`config.mk`:
```
export PLATFORM = sky130hd
export DESIGN_NAME = message_sequencer
export DESIGN_NICKNAME = d
export VERILOG_FILES = /design/src/rtl/message_sequencer.sv
export SDC_FILE = /design/constraint.sdc
export NUM_CORES = 1
export LEC_CHECK = 0
export CAP_MARGIN = 20
export CORE_ASPECT_RATIO = 0.8
export CORE_MARGIN = 3
export CORE_UTILIZATION = 30
export CTS_BUF_LIST = sky130_fd_sc_hd__clkbuf_4 sky130_fd_sc_hd__clkbuf_8
export DETAILED_ROUTE_END_ITERATION = 8
export PLACE_DENSITY = 0.64
export SKIP_LAST_GASP = 1
export SLEW_MARGIN = 20
export SYNTH_ARGS = -nofsm -noshare
export SYNTH_HDL_FRONTEND = slang
export SYNTH_SLANG_ARGS = --single-unit
```
`constraint.sdc`:
```
create_clock -name clock -period 8.7 [get_ports clock]
set_input_delay 0.87 -clock clock [delete_from_list [all_inputs] [get_ports clock]]
set_output_delay 0.87 -clock clock [all_outputs]
set_load 0.02 [all_outputs]
```
`src/rtl/message_sequencer.sv`:
```
// Message sequencer: walks a latched message through an external cipher one character at a time.
// Optional build macro MSG_SEQ_CASEFOLD_EN presents lowercase letters to the cipher as uppercase.
module message_sequencer (
    input  logic        clock,
    input  logic        reset,
    input  logic        start,
    input  logic [79:0] message,
    input  logic [3:0]  length,
    output logic [7:0]  plainChar,
    output logic        cipherLoad,
    output logic        cipherStep,
    input  logic [7:0]  cipherChar,
    output logic [79:0] result,
    output logic        busy,
    output logic        done,
    output logic        error
);

    // state   | meaning
    // IDLE    | waiting for start; flags idle
    // LOAD    | one-cycle cipher load pulse, index cleared
    // EMIT    | present char[index] on plainChar
    // CAPTURE | hold char, step cipher, store cipherChar into result slot
    // DONE    | one-cycle done pulse
    typedef enum logic [2:0] {IDLE, LOAD, EMIT, CAPTURE, DONE} state_t;

    state_t      state_q, state_d;
    logic [3:0]  idx_q, idx_d;
    logic [3:0]  len_q, len_d;
    logic [79:0] msg_q, msg_d;
    logic [79:0] result_q, result_d;
    logic        error_q, error_d;

    logic [7:0]  cur_char;
    logic [7:0]  emit_char;
    logic [3:0]  idx_inc;

    always_ff @(posedge clock or posedge reset) begin
        if (reset) begin
            state_q  <= IDLE;
            idx_q    <= 4'd0;
            len_q    <= 4'd0;
            msg_q    <= 80'd0;
            result_q <= 80'd0;
            error_q  <= 1'b0;
        end else begin
            state_q  <= state_d;
            idx_q    <= idx_d;
            len_q    <= len_d;
            msg_q    <= msg_d;
            result_q <= result_d;
            error_q  <= error_d;
        end
    end

    always_comb begin
        cur_char = 8'h00;
        for (int i = 0; i < 10; i++) begin
            if (idx_q == 4'(i)) cur_char = msg_q[79-8*i -: 8];
        end
    end

`ifdef MSG_SEQ_CASEFOLD_EN
    assign emit_char = (cur_char >= 8'h61 && cur_char <= 8'h7A) ? (cur_char - 8'h20) : cur_char;
`else
    assign emit_char = cur_char;
`endif

    assign idx_inc = idx_q + 4'd1;

    always_comb begin
        state_d    = state_q;
        idx_d      = idx_q;
        len_d      = len_q;
        msg_d      = msg_q;
        result_d   = result_q;
        error_d    = error_q;
        plainChar  = 8'h00;
        cipherLoad = 1'b0;
        cipherStep = 1'b0;
        busy       = 1'b1;
        done       = 1'b0;

        case (state_q)
            IDLE: begin
                busy = 1'b0;
                if (start) begin
                    if (length != 4'd0 && length <= 4'd10) begin
                        msg_d    = message;
                        len_d    = length;
                        result_d = 80'd0;
                        error_d  = 1'b0;
                        state_d  = LOAD;
                    end else begin
                        error_d = 1'b1;
                    end
                end
            end
            LOAD: begin
                cipherLoad = 1'b1;
                idx_d      = 4'd0;
                state_d    = EMIT;
            end
            EMIT: begin
                plainChar = emit_char;
                state_d   = CAPTURE;
            end
            CAPTURE: begin
                plainChar  = emit_char;
                cipherStep = 1'b1;
                // result always keeps the cipher output verbatim, never the folded char
                for (int i = 0; i < 10; i++) begin
                    if (idx_q == 4'(i)) result_d[79-8*i -: 8] = cipherChar;
                end
                idx_d   = idx_inc;
                state_d = (idx_inc == len_q) ? DONE : EMIT;
            end
            DONE: begin
                done    = 1'b1;
                state_d = IDLE;
            end
            default: begin
                busy    = 1'b0;
                state_d = IDLE;
            end
        endcase
    end

    assign result = result_q;
    assign error  = error_q;

endmodule

```
==> impl_metrics.csv <==
group,metric,value,unit
routing,via_per_inst,5.084,
worst_hold_path,hold_path_class,"reg -> reg",
critical_path,worst-endpoint-required,7.83,ns
logic_synthesis,synth_edf_count,0,
floorplanning,die_area,27230,um2
timing,slew_headroom,25.89,%
cts,post_cts_resized,0,
cts,h-tree-depth,4,
routing,antenna_left,0,
cts,clkSinkCount,172,
critical_path,r2r-end,"msg_q[36]",
routing,via_count,5755,
logic_synthesis,synth_top_area_cell,"dfrtp_1",
timing,slew_violations,0,
floorplanning,die_width,183.7,um
critical_path,r2r_slack,5.71,ns
cts,worstSkewPairLatency,0.47,ns
global_routing,grt_max_degree,101,
logic_synthesis,synth_cell_type_count,49,
routing,wl_per_cell,21.10,um
outcome,status,"finished clean",
global_routing,overflow,0,
critical_path,crit_type,"reg -> out",
routing,wl,23890,um
global_routing,grt.total_usage,17.41,%
timing,max_freq,0.2298,GHz
floorplanning,coreArea,24570,um2
worst_hold_path,min_from,"result[58]",
final_layout,utilization,41.26,%
logic_synthesis,synth_nets,736,
logic_synthesis,yosys-top-cells-count,"dfrtp_1 (172), mux2_2 (70), nand2_1 (63)",
power,irDropWorstVdd,0.1450,mV
logic_synthesis,ys_ff_latch,172,
final_layout,fill_cells,2291,
logic_synthesis,synth_most_common_cell,"dfrtp_1",
cts,clock_path_buffers,2,
critical_path,r2r-start,"state_q[2]",
cts,cts_setup_buffers,0,
timing,fin_crit_sh,50.01,%
logic_synthesis,synth_seq_area_share,56.78,%
final_layout,fin_nets,900,
critical_path,r2r_cells,5,
timing,clock_skew,0.01800,ns
logic_synthesis,synth-async-reset-ratio,100.0,%
critical_path,cp-end-kind,"output port",
logic_synthesis,synth_flop_cell,"dfrtp_1",
floorplanning,die_y,148.2,um
floorplanning,rows,51,
logic_synthesis,synth_area_per_cell,11.90,um2
cts,cts.clk_slew.worst_paths,0.09,ns
critical_path,cp_max_fo,23,
timing,whs,0.4975,ns
placed_design,dp_hpwl,17260,um
power,p_leak,4.206,nW
cts,cts_hold_buf,0,
timing,fin_crit,4.351,ns
timing,finalSetupViolCount,0,
critical_path,crit_path_start_kind,"flip-flop",
logic_synthesis,yosys-top-cells-area,"dfrtp_1 (57%), mux2_2 (10%), a22o_1 (6.2%), nand2_1 (3.1%), o2bb2ai_1 (2.1%)",
power,powerDensity,376.7,nW/um2
routing,route.detailed.drc,0,
final_layout,syn_to_final_growth,33.70,%
logic_synthesis,synth_warnings,0,
timing,hold_viol,0,
final_layout,drive_above_1_share,15.36,%
worst_hold_path,whs_path_depth,1,
global_routing,antenna_found_initial,0,
placed_design,port_buffers,187,
logic_synthesis,synthesis.area,7581,um2
critical_path,critPathLaunch,"idx_q[0]",
routing,dr.pass1.iters,5,
critical_path,critPathCapture,"plainChar[4]",
critical_path,crit_chain,"inv_1 -> ha_1 -> nor2_1 -> a21oi_1 -> a211oi_1 -> o32ai_1 -> clkdlybuf4s50_1",
logic_synthesis,syn_inst,637,
final_layout,num_antenna_cells,0,
flow_run,cap_violations,0,
floorplanning,initial_utilization,30.86,%
critical_path,crit_path_max_incr_delay,0.60,ns
timing,worstMarginPinSlew,1.103,ns
global_routing,first_global_vias,5840,
cts,numCtsBuffers,17,
timing,rsz0062_at_grt,"false",
logic_synthesis,synth_top_area_share,56.78,%
floorplanning,pin_count,188,
placed_design,gp_congestion,0.7882,
routing,drt-initial-drc-count,414,
timing,finalSetupTns,0,ns
cts,cts_root_buf,"clkbuf_8",
critical_path,critPathSlowestCell,"clkdlybuf4s50_1",
cts,cts_tree,"done",
global_routing,grt_pass1_wl,36220,um
critical_path,crit_arrival,3.48,ns
-- layout make-up --
| class | instances | area (um2) | area share (%) |
|---|---|---|---|
| multi-input cells | 401 | 3017 | 29.76 |
| well taps | 318 | 397.9 | 3.925 |
| inverters | 14 | 57.56 | 0.5678 |
| clock buffers | 20 | 269.0 | 2.654 |
| repair buffers | 195 | 1932 | 19.06 |
| clock inverters | 12 | 158.9 | 1.568 |
| flip-flops and latches | 172 | 4304 | 42.46 |
-- how the worst min path moves through the flow --
stage	to	slack [ns]
6_report	result[58]	0.50
3_5_place_dp	result[59]	0.47
3_3_place_gp	result[36]	0.47
4_1_cts	result[76]	0.50
5_1_grt	result[38]	0.51
2_1_floorplan	msg_q[32]	0.46
-- state kept, by name, summed over array words and instances (netlist names) --
name and cells:
idx_q 4, len_q 4, error 1, result 80, msg_q 80, state_q 3
-- power by group --
| group | leakage (nW) | total (W) | internal [W] | switching [W] |
|---|---|---|---|---|
| clock network | 0.219 | 0.000615 | 0.000306 | 0.000309 |
| registers | 2.20 | 0.00141 | 0.00115 | 0.000264 |
| logic | 1.78 | 0.00179 | 0.000824 | 0.000965 |
| total | 4.21 | 0.00382 | 0.00228 | 0.00154 |
-- cell families (layout without fill, tap and decap cells) --
group	Yosys count	count (layout)	share of synthesized area (%)
AND/OR/NAND/NOR	127	127	8.104
AO/OA/AOI/OAI	185	185	18.57
adder cells (fa/ha/maj)	4	4	0.6602
buffers and inverters	64	241	3.532
flip-flops	172	172	56.78
multiplexers	77	77	11.44
XOR/XNOR	8	8	0.9243
-- stage by stage --
step           instances  instance area [um2]  setup WS (ns)  total power (W)
2_1_floorplan        637                 7581          3.170         0.002428
3_3_place_gp        1100                 9708          4.987         0.003188
3_5_place_dp        1100                 9708          4.984         0.003207
4_1_cts             1132                10140          4.517         0.003835
5_1_grt             1132                10140          4.259         0.004041
6_report            1132                10140          4.349         0.003818
-- worst max-delay path: cells and delay by family (launching register included) --
family | cells | cell delay, ns
buf+inv | 2 | 0.70
fa+ha+maj | 1 | 0.47
flops | 1 | 0.48
compound gates | 3 | 0.92
simple gates | 1 | 0.48
-- cells in the final DEF, fill, tap and decap left out, types with 4 or more instances in the layout --
cell type | netlist | routed
a211oi_1 | 6 | 6
a21oi_1 | 22 | 22
a221oi_1 | 7 | 7
a22o_1 | 54 | 54
a22oi_1 | 6 | 6
and3_1 | 6 | 6
buf_4 | 3 | 8
clkbuf_8 | 0 | 19
clkdlybuf4s50_1 | 0 | 187
dfrtp_1 | 172 | 172
ha_1 | 4 | 4
inv_1 | 14 | 13
inv_6 | 0 | 4
mux2_1 | 7 | 7
mux2_2 | 70 | 70
nand2_1 | 63 | 63
nand2b_1 | 5 | 5
nand3_1 | 9 | 9
nand3b_1 | 10 | 10
nor2_1 | 13 | 13
nor2b_1 | 4 | 4
nor3_1 | 6 | 6
o21ai_0 | 31 | 31
o21ai_2 | 7 | 7
o221ai_1 | 6 | 6
o2bb2ai_1 | 18 | 18
o32ai_1 | 6 | 6
or3b_2 | 4 | 4
xnor2_1 | 5 | 5
-- metal layers --
layer / up-vias / track usage (%) / wire (um)
met4: 0 / 3.853 / 227
met5: - / 0 / 0
li1: 2676 / - / -
met3: 15 / 3.985 / 1692
met2: 220 / 25.13 / 10280
met1: 2844 / 26.63 / 11680
(Power assumes the default switching activity.)
